## src/rtl/sync_fifo_ext.sv

```systemverilog
// Synchronous FIFO with level reporting, almost-full/almost-empty thresholds,
// sticky overflow/underflow flags and an optional first-word-fall-through mode.
// Storage is a plain array with one write port and one registered read port,
// so it maps onto block RAM; data_out is the RAM read register itself.
module sync_fifo_ext #(
  parameter int WIDTH         = 8,
  parameter int DEPTH         = 16,
  parameter int FWFT          = 0,
  parameter int AFULL_THRESH  = DEPTH - 2,
  parameter int AEMPTY_THRESH = 2,
  localparam int LVL_WIDTH    = $clog2(DEPTH + 1),
  localparam int ADDR_WIDTH   = $clog2(DEPTH)
) (
  input  logic                 clk,
  input  logic                 reset,
  input  logic [WIDTH-1:0]     data_in,
  input  logic                 wr_en,
  input  logic                 rd_en,
  input  logic                 err_clr,
  output logic [WIDTH-1:0]     data_out,
  output logic                 empty,
  output logic                 full,
  output logic                 almost_empty,
  output logic                 almost_full,
  output logic [LVL_WIDTH-1:0] level,
  output logic                 overflow,
  output logic                 underflow
);

  localparam bit                    FWFT_MODE = (FWFT != 0);
  localparam logic [ADDR_WIDTH-1:0] LAST_ADDR = ADDR_WIDTH'(DEPTH - 1);
  localparam logic [LVL_WIDTH-1:0]  FULL_LVL  = LVL_WIDTH'(DEPTH);
  localparam logic [LVL_WIDTH-1:0]  AF_LVL    = LVL_WIDTH'(AFULL_THRESH);
  localparam logic [LVL_WIDTH-1:0]  AE_LVL    = LVL_WIDTH'(AEMPTY_THRESH);

  logic [WIDTH-1:0]      mem [DEPTH];
  logic [WIDTH-1:0]      data_out_q;

  logic [ADDR_WIDTH-1:0] wr_addr_q, wr_addr_d;
  logic [ADDR_WIDTH-1:0] rd_addr_q, rd_addr_d;
  logic [LVL_WIDTH-1:0]  level_q, level_d;
  logic                  out_vld_q, out_vld_d;
  logic                  overflow_q, overflow_d;
  logic                  underflow_q, underflow_d;

  logic                  is_full, is_empty;
  logic                  rd_acc, wr_acc, ram_rd;
  logic [LVL_WIDTH-1:0]  stored;

  // Wrap-around pointer increment; DEPTH need not be a power of two.
  function automatic logic [ADDR_WIDTH-1:0] next_addr(input logic [ADDR_WIDTH-1:0] a);
    return (a == LAST_ADDR) ? '0 : a + 1'b1;
  endfunction

  // Acceptance decisions and RAM read-port enable.
  // In FWFT mode level counts the word held in data_out too, so the words
  // still sitting in RAM are level minus the output-valid bit. The RAM is
  // read whenever the output register is (or is about to become) free and
  // something is stored, which keeps one-word-per-cycle reads flowing.
  always_comb begin
    is_full  = (level_q == FULL_LVL);
    is_empty = FWFT_MODE ? ~out_vld_q : (level_q == '0);
    rd_acc   = rd_en & ~is_empty;
    wr_acc   = wr_en & (~is_full | rd_acc);
    stored   = level_q - LVL_WIDTH'(out_vld_q);
    ram_rd   = FWFT_MODE ? ((stored != '0) & (~out_vld_q | rd_acc)) : rd_acc;
  end

  // Next-state for pointers, level, output-valid and sticky error flags.
  always_comb begin
    wr_addr_d = wr_acc ? next_addr(wr_addr_q) : wr_addr_q;
    rd_addr_d = ram_rd ? next_addr(rd_addr_q) : rd_addr_q;

    level_d = level_q;
    case ({wr_acc, rd_acc})
      2'b10:   level_d = level_q + 1'b1;
      2'b01:   level_d = level_q - 1'b1;
      default: level_d = level_q;
    endcase

    out_vld_d = 1'b0;
    if (FWFT_MODE) begin
      if (ram_rd)      out_vld_d = 1'b1;
      else if (rd_acc) out_vld_d = 1'b0;
      else             out_vld_d = out_vld_q;
    end

    // A fresh error in the same cycle as err_clr wins.
    overflow_d  = (overflow_q  & ~err_clr) | (wr_en & ~wr_acc);
    underflow_d = (underflow_q & ~err_clr) | (rd_en & ~rd_acc);
  end

  // Control state registers with synchronous reset.
  always_ff @(posedge clk) begin
    if (reset) begin
      wr_addr_q   <= '0;
      rd_addr_q   <= '0;
      level_q     <= '0;
      out_vld_q   <= 1'b0;
      overflow_q  <= 1'b0;
      underflow_q <= 1'b0;
    end else begin
      wr_addr_q   <= wr_addr_d;
      rd_addr_q   <= rd_addr_d;
      level_q     <= level_d;
      out_vld_q   <= out_vld_d;
      overflow_q  <= overflow_d;
      underflow_q <= underflow_d;
    end
  end

  // RAM write port; array contents are never reset.
  always_ff @(posedge clk) begin
    if (wr_acc && !reset) begin
      mem[wr_addr_q] <= data_in;
    end
  end

  // RAM read port register, doubling as data_out; cleared by reset so no
  // stale word is visible afterwards.
  always_ff @(posedge clk) begin
    if (reset) begin
      data_out_q <= '0;
    end else if (ram_rd) begin
      data_out_q <= mem[rd_addr_q];
    end
  end

  assign data_out     = data_out_q;
  assign empty        = is_empty;
  assign full         = is_full;
  assign almost_empty = (level_q <= AE_LVL);
  assign almost_full  = (level_q >= AF_LVL);
  assign level        = level_q;
  assign overflow     = overflow_q;
  assign underflow    = underflow_q;

endmodule

```

## config.mk

```make
export PLATFORM = sky130hd
export DESIGN_NAME = sync_fifo_ext
export DESIGN_NICKNAME = d
export VERILOG_FILES = /design/src/rtl/sync_fifo_ext.sv
export SDC_FILE = /design/constraint.sdc
export NUM_CORES = 1
export LEC_CHECK = 0
export CAP_MARGIN = 20
export CORE_AREA = 10 10 149 82
export CTS_CLUSTER_SIZE = 28
export DETAILED_ROUTE_END_ITERATION = 16
export DIE_AREA = 0 0 159 92
export HOLD_SLACK_MARGIN = 0.1
export PLACE_DENSITY = 0.83
export SETUP_SLACK_MARGIN = 0.2
export SYNTH_ARGS = -nofsm -noshare
export SYNTH_HDL_FRONTEND = slang
export SYNTH_SLANG_ARGS = --single-unit
```

## constraint.sdc

```tcl
create_clock -name clk -period 4.6 [get_ports clk]
set_input_delay 0.92 -clock clk [delete_from_list [all_inputs] [get_ports clk]]
set_output_delay 0.92 -clock clk [all_outputs]
set_load 0.02 [all_outputs]
```

==> flow_metrics.env, run 1 <==
export IMPL_gp_congestion=0.827
export IMPL_cts_max_level=4
export IMPL_synth_avg_cell_area_um2=17.6
export IMPL_num_io_pins=32
export IMPL_routedWlPerCell_um=24.0
export IMPL_cts_tree="built"
export IMPL_cts_hold_buf=0
export IMPL_critPathKind="register to register"
export IMPL_postCtsResizedCells=0
export IMPL_clk_pin_slew_worst_paths_ps=60
export IMPL_p_switching_uw=1060
export IMPL_postCtsSetupBuffers=0
export IMPL_cts_buffer_depth=2
export IMPL_finalSetupViolCount=0
export IMPL_layout_drive_gt1_share_pct=19.8
export IMPL_seq_area_frac_synth_pct=71.1
export IMPL_switching_share_pct=28.1
export IMPL_maxCapViolCount=0
export IMPL_cts_root_buffer="clkbuf_16"
export IMPL_tns_ps=0
export IMPL_grt_first_pass_wirelength_um=20000
export IMPL_die_h_um=92
export IMPL_fp_dieW_um=159
export IMPL_hpwl_um=8220
export IMPL_route_detailed_drc=0
export IMPL_cp_end_kind="register"
export IMPL_holdWs_ps=536
export IMPL_crit_start="level[0]"
export IMPL_grt_pass1_vias=3208
export IMPL_pwr_share_clk_pct=35.4
export IMPL_slew_violations=0
export IMPL_insertion_delay_ps=420
export IMPL_syn_num_nets=366
export IMPL_hold_viol_final=0
export IMPL_num_vias=3289
export IMPL_seqPwrFrac_pct=43.6
export IMPL_row_count=26
export IMPL_crit_path_max_fanout=14
export IMPL_ys_types=35
export IMPL_fmax_mhz=260
export IMPL_dieArea_mm2=0.0146
export IMPL_insertedDiodeCount=0
export IMPL_finClkSkew_ps=5.78
export IMPL_grt_ovfl_total=0
export IMPL_coreArea_mm2=0.00979
export IMPL_synth_warnings=0
export IMPL_fill_cells=578
export IMPL_slew_headroom_pct=28.7
export IMPL_rsz0062_at_grt="false"
export IMPL_portBuffers=31
export IMPL_synth_cells=343
export IMPL_dr_pass1_iters=5
export IMPL_worstReg2RegStart="level[0]"
export IMPL_start_util_pct=61.8
export IMPL_drt_first_iter_violations=283
export IMPL_ant_nets=0
export IMPL_tightest_slew_ps=1060
export IMPL_setup_worst_path_start_class="register"
export IMPL_routed_wirelength_um=13000
export IMPL_hold_start="data_out[0]"
export IMPL_vias_per_cell=6.09
export IMPL_syn_to_final_growth_pct=17.9
export IMPL_hold_path_class="register to register"
export IMPL_clock_sinks=151
export IMPL_worstPathArrival_ps=4150
export IMPL_synth_seq_cells=151
export IMPL_ir_drop_uv=321
export IMPL_power_per_cell_area_mw_per_mm2=528
export IMPL_internal_power_uw=2710
export IMPL_required_ps=4910
export IMPL_grt_start_max_net_pins=32
export IMPL_synth_area_mm2=0.00605
export IMPL_p_leak_uw=0.00229
export IMPL_numCtsBuffers=17
export IMPL_grtUsageTotal_pct=18.5
export IMPL_pwr_share_comb_pct=21.0
export IMPL_finalCritPeriodShare_pct=83.5
export IMPL_final_nets=410
export IMPL_antenna_found_initial=0
export IMPL_final_min_clock_period_ps=3840
export IMPL_outcome="finished, final reports clean"
## sequential cells by signal (all words and copies together), names as in the netlist
register,cells
level,5
mem,128
wr_addr_q,4
underflow,1
data_out,8
rd_addr_q,4
overflow,1
## area by class of cell
| class | instances | area [um2] | area share, % |
|---|---|---|---|
| Tap cell | 140 | 175 | 2.45 |
| Inverter | 10 | 37.5 | 0.526 |
| Timing Repair Buffer | 44 | 424 | 5.94 |
| Clock inverter | 13 | 133 | 1.86 |
| Multi-Input combinational cell | 163 | 1630 | 22.8 |
| Clock buffer | 19 | 433 | 6.06 |
| Sequential cell | 151 | 4310 | 60.3 |
## path summary, 6_finish.rpt
path              slack [ps]     endpoint  cells after the start
hold reg to reg          540  data_out[0]                      2
setup reg to reg         760     level[4]                     10
setup / recovery         760     level[4]                     10
hold / removal           540  data_out[0]                      2
## synthesized netlist by cell type (all sizes together)
library cell,instances,area [um2]
or3,1,6.26
mux4,32,721
inv,10,37.5
nor2,31,116
nand2b,2,12.5
a22oi,2,15.0
edfxtp,128,3840
nand3,3,15.0
o31ai,1,21.3
or3b,1,8.76
nand2,11,41.3
nand3b,9,71.3
a41oi,1,8.76
a311o,1,10.0
xor2,2,17.5
a21oi,9,45.0
or4,1,7.51
buf,10,47.6
o21ai,2,13.8
mux2,1,11.3
mux2i,18,180
a21o,1,7.51
a311oi,1,8.76
fa,1,20.0
nor3,10,50.1
xnor2,2,17.5
dfxtp,23,460
clkbuf,9,33.8
o221ai,8,70.1
ha,9,113
nor2b,2,12.5
a2111oi,1,8.76
## layer usage
layer,share of wire (%),track usage (%),wire length (um),up-vias
met5,0,0,0,-
met4,1.1,5.44,141,0
met3,9.0,6.96,1170,19
met2,45,26.6,5810,155
met1,45,25.9,5840,1669
li1,-,-,-,1446
## through the flow
stage                     utilization [%]  std cells  setup slack [ps]  power (uW)  area (um2)
final                                72.9        540               760        3770        7140
after floorplan                         -        343              1370        2160        6050
after global placement               66.8        506               790        2420        6540
after CTS                            72.6        538               800        3770        7110
after detailed placement             66.8        506               555        2450        6540
after global routing                 72.9        540               576        3910        7140
## logic make-up after synthesis
group,after synthesis,share of synthesized area (%)
fa+ha+maj,10,2.19
xor+xnor,4,0.579
simple gates,71,5.64
compound gates,27,3.45
flops,151,71.1
mux,51,15.1
buf+inv,29,1.96
## power by group through the flow
stage | registers, uW | clock network (uW) | logic [uW]
floorplan | 1680 | 0 | 479
global placement | 1680 | 0 | 736
detailed placement | 1690 | 0 | 759
CTS | 1660 | 1340 | 763
global route | 1650 | 1410 | 846
finish | 1640 | 1330 | 791
## worst max-delay path, stage by stage, from the launching register on
cell and delay [ps]:
dfxtp_1 360, or4_1 690, o21ai_2 530, inv_1 240, ha_1 320, ha_1 350
nor2b_1 160, o21ai_0 250, a21oi_1 100, or3b_2 450, mux2_2 270
## layout by cell type, fill, tap and decap left out, drive strengths merged, types with 10 or more instances in the layout
cell / Yosys / routed
mux2i: 18 / 18
edfxtp: 128 / 128
nor3: 10 / 10
clkbuf: 9 / 19
buf: 10 / 13
mux4: 32 / 32
clkdlybuf4s50: 0 / 31
nand2: 11 / 11
inv: 10 / 10
dfxtp: 23 / 23
nor2: 31 / 31
Power figures use the tool's default switching activity.
==> inputs of run 2 (changes only) <==
CORE_AREA = 10 10 163 89   (was 10 10 149 82)
DIE_AREA = 0 0 173 99   (was 0 0 159 92)
PLACE_DENSITY = 0.74   (was 0.83)
clock period = 3.3 ns   (was 4.6 ns; I/O delays follow)
==> run 2 against run 1 <==
Effect of this change: sequential power up 38%; sequential cell count unchanged; largest cell class unchanged; global-route usage down 3.3 points; clock skew up 4.3 ps; total power up 43%.
==> flow_metrics.env, run 2 (same netlist as run 1, synthesis figures left out) <==
export IMPL_cts_root_buffer="clkbuf_16"
export IMPL_tns_ps=0
export IMPL_ant_nets=0
export IMPL_hpwl_um=7970
export IMPL_start_util_pct=52.0
export IMPL_insertedDiodeCount=0
export IMPL_largest_reg_flops=128
export IMPL_holdWs_ps=510
export IMPL_insertion_delay_ps=420
export IMPL_multi_input_area_mm2=0.00166
export IMPL_finClkSkew_ps=10.1
export IMPL_regMostFlops="mem"
export IMPL_switching_share_pct=28.4
export IMPL_routed_wirelength_um=12500
export IMPL_seq_area_mm2=0.00431
export IMPL_fmax_mhz=340
export IMPL_internal_power_uw=3860
export IMPL_postPlaceCellArea_mm2=0.00674
export IMPL_placed_cells=548
export IMPL_gp_congestion=0.844
export IMPL_crit_path_max_fanout=7
export IMPL_coreArea_mm2=0.0116
export IMPL_reg2reg_depth=10
export IMPL_num_io_pins=32
export IMPL_outcome="finished, final reports clean"
export IMPL_finalCritPeriodShare_pct=89.1
export IMPL_critPathKind="register to register"
export IMPL_power_per_cell_area_mw_per_mm2=735
export IMPL_slew_headroom_pct=57.3
export IMPL_pwr_share_clk_pct=35.9
export IMPL_final_min_clock_period_ps=2940
export IMPL_fp_dieW_um=173
export IMPL_antenna_found_initial=0
export IMPL_clock_sinks=151
export IMPL_grt_start_max_net_pins=37
export IMPL_vias_per_cell=5.68
export IMPL_rrSetupSlack_ps=360
export IMPL_p_switching_uw=1530
export IMPL_tightest_slew_ps=639
export IMPL_final_cell_area_mm2=0.00734
export IMPL_pwr_share_comb_pct=22.0
export IMPL_route_detailed_drc=0
export IMPL_hold_path_class="register to register"
export IMPL_num_vias=3296
export IMPL_hold_viol_final=0
export IMPL_grt_ovfl_total=0
export IMPL_setup_worst_path_start_class="register"
export IMPL_cts_tree="built"
export IMPL_fill_cells=798
export IMPL_grt_pass1_vias=3441
export IMPL_final_common_cell="edfxtp_1"
export IMPL_fin_cells=580
export IMPL_p_leak_uw=0.00240
export IMPL_rsz0062_at_grt="false"
export IMPL_cts_hold_buf=0
export IMPL_final_cell_mix="edfxtp_1, mux4_2, nor2_1, clkdlybuf4s50_1, buf_4"
export IMPL_seqPwrFrac_pct=42.1
export IMPL_worstPathArrival_ps=3250
export IMPL_cp_end_kind="register"
export IMPL_clk_pin_slew_worst_paths_ps=60
export IMPL_ir_drop_uv=407
export IMPL_dieArea_mm2=0.0171
export IMPL_syn_to_final_growth_pct=21.2
export IMPL_numCtsBuffers=17
export IMPL_grtUsageTotal_pct=15.2
export IMPL_row_count=28
export IMPL_required_ps=3610
export IMPL_cts_max_level=4
export IMPL_slew_violations=0
export IMPL_dr_pass1_iters=5
export IMPL_portBuffers=31
export IMPL_layout_drive_gt1_share_pct=25.1
export IMPL_die_h_um=99
export IMPL_drt_first_iter_violations=285
export IMPL_grt_first_pass_wirelength_um=19700
export IMPL_finish_utilization_pct=63.1
export IMPL_finalSetupViolCount=0
export IMPL_routedWlPerCell_um=21.6
export IMPL_maxCapViolCount=0
export IMPL_min_delay_path_depth=2
export IMPL_cts_buffer_depth=2
export IMPL_final_nets=425
## run 2: changes by cell type in the layout (fill, tap and decap cells not counted), moves of 2 or more
cell	previous run	this run
clkinv_1	2	0
buf_4	11	27
inv_6	0	4
clkinvlp_4	5	3
dfxtp_1	22	20
clkbuf_1	2	0
inv_8	0	2
dfxtp_4	0	2
## run 2: layout make-up
cell class,instances,area share (%)
Clock buffer,17,5.80
Clock inverter,15,2.28
Sequential cell,151,58.8
Multi-Input combinational cell,163,22.6
Tap cell,165,2.81
Timing Repair Buffer,59,7.26
Inverter,10,0.512
## run 2: final timing paths
path | start | to
worst max register to register | level[1] | level[4]
worst min-delay path | data_out[7] | data_out[7]
worst max-delay path | level[1] | level[4]
worst min register to register | data_out[7] | data_out[7]
## run 2: per-stage QoR
stage          worst slack, ps  total power, uW
3_5_place_dp              81.0             3480
6_report                   360             5390
3_3_place_gp               155             3440
5_1_grt                    230             5600
4_1_cts                    271             5420
2_1_floorplan              182             3060
## run 2: power by group through the flow
| stage | clock (uW) | combinational (uW) | sequential, uW |
|---|---|---|---|
| after floorplan | 0 | 708 | 2350 |
| after global placement | 0 | 1140 | 2300 |
| after detailed placement | 0 | 1180 | 2310 |
| after CTS | 1970 | 1180 | 2270 |
| after global routing | 2040 | 1270 | 2280 |
| final | 1930 | 1190 | 2270 |
## run 2: layer usage
| metal | GRT usage [%] | wire length [um] | vias up |
|---|---|---|---|
| li1 | - | - | 1475 |
| met1 | 19.3 | 5350 | 1656 |
| met2 | 24.1 | 5930 | 143 |
| met3 | 4.57 | 955 | 22 |
| met4 | 6.59 | 299 | 0 |
| met5 | 0 | 0 | - |
## run 2: worst max-delay path, cell delays in order, from the launching register on
cell     delay, ps
dfxtp_4        370
or4_4          580
o31ai_4        250
ha_4           200
inv_2           50
fa_2           330
nor2b_1        170
o21ai_1        110
nand3_1         90
or3b_4         380
mux2_4         290
## run 2: timing repair
item	CTS	global route
endpoints found under the setup margin	0	1
gates resized for setup	0	1
setup buffers	0	0
==> inputs of run 3 (changes only) <==
CAP_MARGIN = default   (was 20)
SKIP_CTS_REPAIR_TIMING = 1   (was default)
==> results of run 3 <==
No change in the layout: final DEF, timing and power equal those of run 2.
